## config.mk

```make
export PLATFORM = sky130hd
export DESIGN_NAME = regfile_access_master_flat
export DESIGN_NICKNAME = d
export VERILOG_FILES = /design/src/rtl/regfile_access_master_pkg.sv /design/src/rtl/regfile_access_master_if.sv /design/src/rtl/regfile_access_master_rf_read_delay.sv /design/src/rtl/regfile_access_master.sv /design/src/flat_wrapper.sv
export SDC_FILE = /design/constraint.sdc
export NUM_CORES = 1
export LEC_CHECK = 0
export ABC_AREA = 1
export CAP_MARGIN = 10
export CORE_ASPECT_RATIO = 1.1
export CORE_MARGIN = 2
export CORE_UTILIZATION = 41
export CTS_BUF_LIST = sky130_fd_sc_hd__clkbuf_8 sky130_fd_sc_hd__clkbuf_16
export DETAILED_ROUTE_END_ITERATION = 10
export PLACE_DENSITY = 0.85
export REMOVE_ABC_BUFFERS = 1
export SETUP_SLACK_MARGIN = 0.02
export SLEW_MARGIN = 20
export SYNTH_ARGS = -nofsm -noshare
export SYNTH_HDL_FRONTEND = slang
export SYNTH_SLANG_ARGS = --single-unit
```

## constraint.sdc

```tcl
create_clock -name clock -period 1.7 [get_ports clock]
set_input_delay 0.425 -clock clock [delete_from_list [all_inputs] [get_ports clock]]
set_output_delay 0.425 -clock clock [all_outputs]
set_load 0.01 [all_outputs]
```

## src/rtl/regfile_access_master_pkg.sv

```systemverilog
// Shared types and constants for the regfile access master.
// Latency: n/a (declarations only).
// Backpressure: n/a.
package regfile_access_pkg;

  // Controller states; INIT is only entered from reset when the clear sweep is enabled.
  typedef enum logic [2:0] {
    ST_INIT,
    ST_IDLE,
    ST_WRITE,
    ST_READ,
    ST_RESP
  } state_e;

  // Deepest regfile read pipeline the capture strobe can be delayed to match.
  localparam int MAX_READ_LATENCY = 3;

endpackage

```

## src/rtl/regfile_access_master_if.sv

```systemverilog
// Host request/response stream plus regfile port bundle for the access master.
// Latency: n/a (wires only).
// Backpressure: req_ready / rsp_ready carry the valid-ready handshakes.
interface regfile_access_master_if #(
  parameter int ADDR_WIDTH = 2,
  parameter int DATA_WIDTH = 8
);

  logic                  req_valid;
  logic                  req_ready;
  logic                  req_write;
  logic [ADDR_WIDTH-1:0] req_addr;
  logic [DATA_WIDTH-1:0] req_wdata;

  logic                  rsp_valid;
  logic                  rsp_ready;
  logic                  rsp_write;
  logic [DATA_WIDTH-1:0] rsp_rdata;

  logic                  busy;

  logic [ADDR_WIDTH-1:0] rf_write_address;
  logic [DATA_WIDTH-1:0] rf_write_data;
  logic                  rf_write_en;
  logic [ADDR_WIDTH-1:0] rf_read_address;
  logic [DATA_WIDTH-1:0] rf_read_data;

  // The access master itself: serves the host stream, drives the regfile ports.
  modport master (
    input  req_valid, req_write, req_addr, req_wdata, rsp_ready, rf_read_data,
    output req_ready, rsp_valid, rsp_write, rsp_rdata, busy,
           rf_write_address, rf_write_data, rf_write_en, rf_read_address
  );

  // The surroundings: host command source plus the regfile.
  modport slave (
    output req_valid, req_write, req_addr, req_wdata, rsp_ready, rf_read_data,
    input  req_ready, rsp_valid, rsp_write, rsp_rdata, busy,
           rf_write_address, rf_write_data, rf_write_en, rf_read_address
  );

endinterface

```

## src/rtl/regfile_access_master_rf_read_delay.sv

```systemverilog
// Delays a read-start pulse to line up with valid regfile read data.
// Latency: strobe rises LATENCY+1 clocks after start.
// Backpressure: none; one read is outstanding at a time so pulses never overlap.
module rf_read_delay #(
  parameter int LATENCY = 0
) (
  input  logic clock,
  input  logic reset_n,
  input  logic start,
  output logic strobe
);

  logic [LATENCY:0] stage;

  if (LATENCY == 0) begin : g_direct
    // Single stage: strobe in the cycle right after the read is accepted.
    always_ff @(posedge clock or negedge reset_n) begin
      if (!reset_n) stage <= '0;
      else          stage <= start;
    end
  end else begin : g_shift
    // One extra stage per clock of regfile read latency.
    always_ff @(posedge clock or negedge reset_n) begin
      if (!reset_n) stage <= '0;
      else          stage <= {stage[LATENCY-1:0], start};
    end
  end

  assign strobe = stage[LATENCY];

endmodule

```

## src/rtl/regfile_access_master.sv

```systemverilog
// Turns a valid/ready request stream into regfile write/read cycles, with optional clear sweep.
// Latency: write ack 2 clocks after accept; read response 2+READ_LATENCY clocks after accept.
// Backpressure: one request outstanding; response held until rsp_ready, accept only from IDLE.
module regfile_access_master
  import regfile_access_pkg::*;
#(
  parameter int ADDR_WIDTH     = 2,
  parameter int DATA_WIDTH     = 8,
  parameter int READ_LATENCY   = 0,
  parameter int CLEAR_ON_RESET = 1
) (
  input  logic                   clock,
  input  logic                   reset_n,
  regfile_access_master_if.master bus
);

  localparam int DEPTH = 2 ** ADDR_WIDTH;
  localparam int LAT   = (READ_LATENCY > MAX_READ_LATENCY) ? MAX_READ_LATENCY : READ_LATENCY;
  localparam logic [ADDR_WIDTH-1:0] LAST_ADDR = ADDR_WIDTH'(DEPTH - 1);
  localparam state_e RESET_STATE = (CLEAR_ON_RESET != 0) ? ST_INIT : ST_IDLE;

  state_e                state;
  state_e                state_nxt;
  logic                  sweep_go;
  logic [ADDR_WIDTH-1:0] sweep_cnt;
  logic [ADDR_WIDTH-1:0] wr_addr;
  logic [DATA_WIDTH-1:0] wr_data;
  logic [ADDR_WIDTH-1:0] rd_addr;
  logic [DATA_WIDTH-1:0] rsp_rdata_q;
  logic                  rsp_write_q;
  logic                  accept;
  logic                  rd_start;
  logic                  rd_strobe;

  assign accept   = (state == ST_IDLE) && bus.req_valid;
  assign rd_start = accept && !bus.req_write;

  rf_read_delay #(.LATENCY(LAT)) u_rd_delay (
    .clock  (clock),
    .reset_n(reset_n),
    .start  (rd_start),
    .strobe (rd_strobe)
  );

  // State register; reset aborts any operation in flight.
  always_ff @(posedge clock or negedge reset_n) begin
    if (!reset_n) state <= RESET_STATE;
    else          state <= state_nxt;
  end

  // Next state and all combinational outputs.
  always_comb begin
    state_nxt            = state;
    bus.req_ready        = (state == ST_IDLE);
    bus.busy             = (state != ST_IDLE);
    bus.rsp_valid        = (state == ST_RESP);
    bus.rsp_write        = rsp_write_q;
    bus.rsp_rdata        = rsp_rdata_q;
    bus.rf_read_address  = rd_addr;
    bus.rf_write_en      = 1'b0;
    bus.rf_write_address = wr_addr;
    bus.rf_write_data    = wr_data;
    case (state)
      ST_INIT: begin
        // sweep_go holds off the first sweep write until the clock after reset release,
        // so rf_write_en stays low while reset is asserted.
        bus.rf_write_en      = sweep_go;
        bus.rf_write_address = sweep_cnt;
        bus.rf_write_data    = '0;
        if (sweep_go && (sweep_cnt == LAST_ADDR)) state_nxt = ST_IDLE;
      end
      ST_IDLE: begin
        if (bus.req_valid) state_nxt = bus.req_write ? ST_WRITE : ST_READ;
      end
      ST_WRITE: begin
        bus.rf_write_en = 1'b1;
        state_nxt       = ST_RESP;
      end
      ST_READ: begin
        if (rd_strobe) state_nxt = ST_RESP;
      end
      ST_RESP: begin
        if (bus.rsp_ready) state_nxt = ST_IDLE;
      end
      default: state_nxt = ST_IDLE;
    endcase
  end

  // Clear sweep address; stops at the last entry rather than wrapping.
  always_ff @(posedge clock or negedge reset_n) begin
    if (!reset_n) begin
      sweep_go  <= 1'b0;
      sweep_cnt <= '0;
    end else begin
      sweep_go <= 1'b1;
      if ((state == ST_INIT) && sweep_go && (sweep_cnt != LAST_ADDR))
        sweep_cnt <= sweep_cnt + 1'b1;
    end
  end

  // Capture request fields on accept and read data on the capture strobe.
  always_ff @(posedge clock or negedge reset_n) begin
    if (!reset_n) begin
      wr_addr     <= '0;
      wr_data     <= '0;
      rd_addr     <= '0;
      rsp_rdata_q <= '0;
      rsp_write_q <= 1'b0;
    end else begin
      if (accept) begin
        rsp_write_q <= bus.req_write;
        if (bus.req_write) begin
          wr_addr     <= bus.req_addr;
          wr_data     <= bus.req_wdata;
          rsp_rdata_q <= '0;
        end else begin
          rd_addr <= bus.req_addr;
        end
      end
      if ((state == ST_READ) && rd_strobe) rsp_rdata_q <= bus.rf_read_data;
    end
  end

endmodule

```

## src/flat_wrapper.sv

```systemverilog
// flat-port wrapper written by rule: the top's interface ports become plain ports
module regfile_access_master_flat import regfile_access_pkg::*;
#(
  parameter int ADDR_WIDTH     = 2,
  parameter int DATA_WIDTH     = 8,
  parameter int READ_LATENCY   = 0,
  parameter int CLEAR_ON_RESET = 1
)
  (clock, reset_n, bus_req_valid, bus_req_write, bus_req_addr, bus_req_wdata, bus_rsp_ready, bus_rf_read_data, bus_req_ready, bus_rsp_valid, bus_rsp_write, bus_rsp_rdata, bus_busy, bus_rf_write_address, bus_rf_write_data, bus_rf_write_en, bus_rf_read_address);
  regfile_access_master_if #(.ADDR_WIDTH(ADDR_WIDTH), .DATA_WIDTH(DATA_WIDTH)) bus_i ();
  input  logic clock;
  input  logic reset_n;
  input wire logic [$bits(bus_i.req_valid)-1:0] bus_req_valid;
  input wire logic [$bits(bus_i.req_write)-1:0] bus_req_write;
  input wire logic [$bits(bus_i.req_addr)-1:0] bus_req_addr;
  input wire logic [$bits(bus_i.req_wdata)-1:0] bus_req_wdata;
  input wire logic [$bits(bus_i.rsp_ready)-1:0] bus_rsp_ready;
  input wire logic [$bits(bus_i.rf_read_data)-1:0] bus_rf_read_data;
  output wire logic [$bits(bus_i.req_ready)-1:0] bus_req_ready;
  output wire logic [$bits(bus_i.rsp_valid)-1:0] bus_rsp_valid;
  output wire logic [$bits(bus_i.rsp_write)-1:0] bus_rsp_write;
  output wire logic [$bits(bus_i.rsp_rdata)-1:0] bus_rsp_rdata;
  output wire logic [$bits(bus_i.busy)-1:0] bus_busy;
  output wire logic [$bits(bus_i.rf_write_address)-1:0] bus_rf_write_address;
  output wire logic [$bits(bus_i.rf_write_data)-1:0] bus_rf_write_data;
  output wire logic [$bits(bus_i.rf_write_en)-1:0] bus_rf_write_en;
  output wire logic [$bits(bus_i.rf_read_address)-1:0] bus_rf_read_address;
  assign bus_i.req_valid = bus_req_valid;
  assign bus_i.req_write = bus_req_write;
  assign bus_i.req_addr = bus_req_addr;
  assign bus_i.req_wdata = bus_req_wdata;
  assign bus_i.rsp_ready = bus_rsp_ready;
  assign bus_i.rf_read_data = bus_rf_read_data;
  assign bus_req_ready = bus_i.req_ready;
  assign bus_rsp_valid = bus_i.rsp_valid;
  assign bus_rsp_write = bus_i.rsp_write;
  assign bus_rsp_rdata = bus_i.rsp_rdata;
  assign bus_busy = bus_i.busy;
  assign bus_rf_write_address = bus_i.rf_write_address;
  assign bus_rf_write_data = bus_i.rf_write_data;
  assign bus_rf_write_en = bus_i.rf_write_en;
  assign bus_rf_read_address = bus_i.rf_read_address;
  regfile_access_master #(.ADDR_WIDTH(ADDR_WIDTH), .DATA_WIDTH(DATA_WIDTH), .READ_LATENCY(READ_LATENCY), .CLEAR_ON_RESET(CLEAR_ON_RESET)) u_core (.clock(clock), .reset_n(reset_n), .bus(bus_i));
endmodule
```

# [Word level (Yosys, flattened, before mapping)]
# Cells that the tools add are included.
[totals] ff_bits=28 inputBits=23 output_inout_bits=25 elab_cells=48
[classes] n_addsub=1 n_eq_ne=11 muxes=12 bitwise=1 n_reduce_logical=14
[op_table] cell="$mux W8" count=4
[op_table] cell="$pmux W3 S5" count=1
[op_table] cell="$mux W3" count=4
[op_table] cell="$ne A2 B2 Y1 const B" count=4
[op_table] cell="$eq A3 B2 Y1 const B" count=2
[op_table] cell="$logic_and A1 B1 Y1" count=6
[op_table] cell="$reduce_and A2 Y1" count=3
[op_table] cell="$reduce_and A4 Y1" count=1
[op_table] cell="$reduce_bool A2 Y1" count=2
[op_table] cell="$eq A3 B1 Y1 const B" count=1
[op_table] cell="$eq A3 B3 Y1 const B" count=1
[op_table] cell="$logic_not A3 Y1" count=1
[op_table] cell="$ne A3 B1 Y1 const B" count=1
[op_table] cell="$add A2 B1 Y2 const B" count=1
[op_table] cell="$eq A2 B2 Y1 const B" count=1
[op_table] cell="$mux W2" count=1
[op_table] cell="$ne A2 B1 Y1 const B" count=1
[op_table] cell="$pmux W1 S2" count=1
[op_table] cell="$logic_not A1 Y1" count=1
[op_table] cell="$mux W1" count=1
[op_table] cell="$not A1 Y1" count=1

# [Logic depth before layout (Yosys ltp)]
[depth] ltp_word=4 depth_mapped=8 depth_no_buf=8

# [By module]
# Synthesis repeated with hierarchy kept, for this count alone.
[unflattened] cells_unflattened=159 hier_area_um2=1335.0
[by_module_without_submodules] module="regfile_access_master" n_inst=1 cells_per_inst=158 area_each_um2=1310.0
[by_module_without_submodules] module="rf_read_delay" n_inst=1 cells_per_inst=1 area_each_um2=25.0

# [Worst setup path before layout]
# Ideal clock, no wire load.
[synth_path] path_kind="flip-flop to output port" from="register u_core.state[2]" to="output bus_rf_write_address[0]" arrival_ns=1.141 slack_ns=0.134 stages_incl_launch_ff=7 path_buffers=1 path_cell_list="dfrtp_1 inv_1 nand2_1 nor2_2 clkbuf_8 inv_1 o21ai_1"
[synth_between] elab_chain_cells=2
[synth_lines] element="start: declaration" line_no="regfile_access_master.sv:22" source="state_e state;"
[synth_lines] element="start signal: assignment" line_no="regfile_access_master.sv:48" source="else state <= state_nxt;"
[synth_lines] element="$logic_not A3 Y1" line_no="regfile_access_master.sv:63" source="case (state)"
[synth_lines] element="$mux W2" line_no="regfile_access_master.sv:63"
[synth_lines] element="end: declaration" line_no="flat_wrapper.sv:24" source="output wire logic [$bits(bus_i.rf_write_address)-1:0] bus_rf_write_address;"
# Every way passes these cells.

# [Worst setup path after layout]
[layout_path] from="register u_core.state[0]" to="output bus_rf_write_data[3]"
[layout_between] elab_chain_cells=2
[layout_lines] element="$logic_not A3 Y1" line_no="regfile_access_master.sv:63"
[layout_lines] element="$mux W8" line_no="regfile_access_master.sv:63"
[layout_lines] element="end: declaration" line_no="flat_wrapper.sv:25" source="output wire logic [$bits(bus_i.rf_write_data)-1:0] bus_rf_write_data;"
# Every way passes these cells.

==> summary.md <==
| Metric | Value |
|---|---|
| Pin count of the biggest net entering global routing | `29` |
| Commonest non-fill, non-tap cell in the layout | `nand2_1` |
| Layout cells sized above 1 | `26.20%` |
| Final setup fails | `10` |
| GP Congestion | `approximately 0.84` |
| Hold Path Origin | `u_core.wr_data[6]` |
| Endpoint, Worst Hold | `u_core.wr_data[6]` |
| Global Route Usage Sum | `approximately a fifth` |
| Synthesized instance count | `165` |
| Violated checks | `DRC, setup timing` |
| Vias per inst | `about 4.9` |
| CTS tree | `yes` |
| Initial Utilization | `between 40% and 50%` |
| Clock Tree Buf Depth | `2` |
| Commonest cells after routing, fill and taps aside | `51 x nand2_1, 33 x clkdlybuf4s50_1, 28 x nand3_1` |
| Post-layout nets | `254` |
| Yosys reg bits | `28` |
| CTS buffer count | `3` |
| Cts hold-fix bufs | `0` |
| RSZ-0062 raised after global routing | `yes` |
| Setup crit start kind | `flop` |
| Crit end category | `output port` |
| # rows | `21` |
| Worst Setup Path Type | `reg2out` |
| Clock root buffer | `clkbuf_8` |
| PnR Total Power | `3.465 mW` |
| Antenna violations before repair | `0` |
| Final min period | `1764 ps` |
| Mapped cell area | `between 0.001 and 0.0015 mm^2` |
| Worst R2R Start | `u_core.state[0]` |
| VDD IR-drop max | `0.6905 mV` |
| DP Wirelength | `2391 um` |
| Post-synthesis compound-gate area fraction | `between 1.5 and 2%` |
| Reg-to-reg slack, setup | `230 ps` |
| LEAKAGE | `between 1 and 1.5 nW` |
| Max Cap Viol | `0` |
| Post-synthesis simple-gate area fraction | `35.99%` |
| CTS H-tree lvls | `1` |
| Worst-path clk slew | `roughly 100 ps` |
| Hold Path Class | `reg2reg` |
| Combinational fraction of design power | `53.8%` |
| P per Cell Area | `1687 mW/mm^2` |
| Largest family of logic cells by synthesized area | `simple AND/OR/NAND/NOR gates` |
| Die Ht | `64.16 um` |
| DRT iter0 DRCs | `52` |
| Area grow syn2layout | `52.32%` |
| Switch Pwr | `1.324 mW` |
| Clock sink count | `28` |
| Post-DRT Antenna Nets | `0` |
| Syn Area/Cell | `8.175 um^2` |
| First-pass GRT wire length | `around 5600 um` |
| Yosys warnings | `0` |
| Reg2reg path depth | `9` |
| Worst hold stages | `2` |
| Seq/Total Area, Yosys | `51.95%` |
| Final setup margin | `-63.73 ps` |
| Final hold vios | `0` |
| Count of cell types in the netlist | `22` |
| Synth Area in XOR/XNOR | `less than 1%` |
| Critical Path RT | `1270 ps` |
| Antenna cells | `0` |
| Clk_lat worst skew | `about 270 ps` |
| Final wirelength | `3385 um` |
| Mux share of post-synthesis cell area | `0%` |
| Sw Share | `38.21%` |
| Reg-to-reg endpoint | `u_core.wr_data[0]` |
| Post-Synth Adder-Cell Area | `0.9276%` |
| Num ports | `48` |
| Layout Skew | `5.648 ps` |
| Fillers | `280` |
| Critical Path AT | `1340 ps` |
| Die X | `roughly 59 um` |
| WL/cell | `12.87 um` |
| Int Pwr | `between 2 and 2.5 mW` |
| Vias in the first global route | `1293` |
| Vias | `1296` |
| I/O Buffers | `47` |
| DR pass1 iterations | `7` |
| FMAX | `0.5670 GHz` |
| Period utilization | `103.7%` |
| Clk pwr share | `15.0%` |
| DR DRC count | `4` |
| Die area | `0.003765 mm^2` |
| CP max FO | `6` |
| Final Max Tran Viols | `0` |
| Core area | `between 0.003 and 0.004 mm^2` |
| Congestion Overflow GR | `0` |
| Run status | `complete, but fails checks` |
| Layout Utilization | `66.26%` |
| Sequential share of power | `31.2%` |
-- synthesized netlist by cell type --
cell type | instances | area, um^2
nor2_4 | 3 | 33.78
clkbuf_8 | 1 | 13.76
buf_6 | 1 | 11.26
dfrtp_1 | 28 | 700.7
buf_4 | 1 | 7.510
xor2_1 | 1 | 8.760
nand2_1 | 53 | 198.9
inv_2 | 2 | 7.510
o21ai_1 | 1 | 5.000
clkbuf_2 | 1 | 5.000
clkbuf_1 | 1 | 3.750
ha_1 | 1 | 12.51
inv_1 | 17 | 63.81
o21ai_0 | 4 | 20.02
nor2_1 | 12 | 45.04
nand3b_1 | 2 | 15.01
nand2_4 | 2 | 22.52
nand3_1 | 28 | 140.1
nand2_2 | 2 | 12.51
conb_1 | 1 | 3.750
nor3_1 | 1 | 5.000
nor2_2 | 2 | 12.51
-- worst max path at each step --
| stage | from | to | cells past startpoint |
|---|---|---|---|
| final | u_core.state[0] | bus_rf_write_data[3] | 6 |
| after global routing | u_core.state[1] | bus_rf_write_address[0] | 5 |
| after CTS | u_core.state[2] | bus_rf_write_address[0] | 6 |
| after detailed placement | u_core.state[2] | bus_rf_write_address[0] | 6 |
| after global placement | u_core.state[2] | bus_rf_write_address[0] | 6 |
| after floorplan | u_core.state[2] | bus_rf_write_address[0] | 5 |
-- repair_timing --
item	4_1_cts	5_1_grt
pin swaps	3	3
endpoints found under the hold margin	0	0
resized for setup	64	16
setup endpoints to repair	14	13
setup buffers	2	3
-- routing by layer --
metal | track usage (%) | part of all wire (%) | vias to the layer above
met5 | 0 | 0 | -
met1 | 21.94 | 39 | 612
li1 | - | - | 639
met4 | 5.966 | 1.2 | 0
met3 | 3.036 | 4.9 | 6
met2 | 35.81 | 55 | 39
-- logic make-up after synthesis --
logic type,Yosys count
AOI/OAI and AO/OA,5
xor gates and xnor gates,1
adders and majority gates,1
buffers and inverters,24
DFF,28
other,1
and+or+nand+nor,105
-- through the flow --
| step | hold WS (ps) | TNS (ps) | instances | cell area [um^2] | setup slack, ps |
|---|---|---|---|---|---|
| after floorplan | 129.4 | 0 | 160 | 1308 | 67.63 |
| after global placement | 453.6 | -298.7 | 254 | 1931 | -87.80 |
| after detailed placement | 460.2 | -985.1 | 254 | 1931 | -170.8 |
| after CTS | 482.5 | -88.57 | 260 | 1986 | -19.59 |
| after global routing | 511.6 | -1131 | 263 | 2054 | -136.2 |
| final | 480.4 | -503.5 | 263 | 2054 | -63.73 |
-- final cells by class --
| type | instances | area, um^2 | share of cell area [%] |
|---|---|---|---|
| sequential | 28 | 701.9 | 34.17 |
| clock inverter | 1 | 30.03 | 1.462 |
| timing repair buffer | 65 | 585.6 | 28.50 |
| multi-input combinational | 113 | 581.8 | 28.32 |
| tap | 34 | 42.54 | 2.071 |
| clock buffer | 3 | 41.29 | 2.010 |
| inverter | 19 | 71.32 | 3.471 |
-- sequential cells by signal, summed over array words and instances, names as in the netlist --
register                    flops
u_core.bus.rf_read_address      2
u_core.bus.rsp_rdata            8
u_core.bus.rsp_write            1
u_core.state                    3
u_core.sweep_cnt                2
u_core.sweep_go                 1
u_core.u_rd_delay.strobe        1
u_core.wr_addr                  2
u_core.wr_data                  8
-- worst max-delay path, stage by stage (launching register included) --
cell and delay [ps]:
dfrtp_1 420, inv_2 80, nand2_2 90, nor2_4 160, buf_6 150, nor2_1 40, buf_2 130
-- power groups by stage --
stage | registers, mW | logic [mW] | clock network, mW
finish | 1.08 | 1.87 | 0.520
global route | 1.11 | 2.06 | 0.564
CTS | 1.08 | 1.69 | 0.521
detailed placement | 1.09 | 1.73 | 0
global placement | 1.08 | 1.68 | 0
floorplan | 1.12 | 0.760 | 0
(Power assumes the default switching activity.)
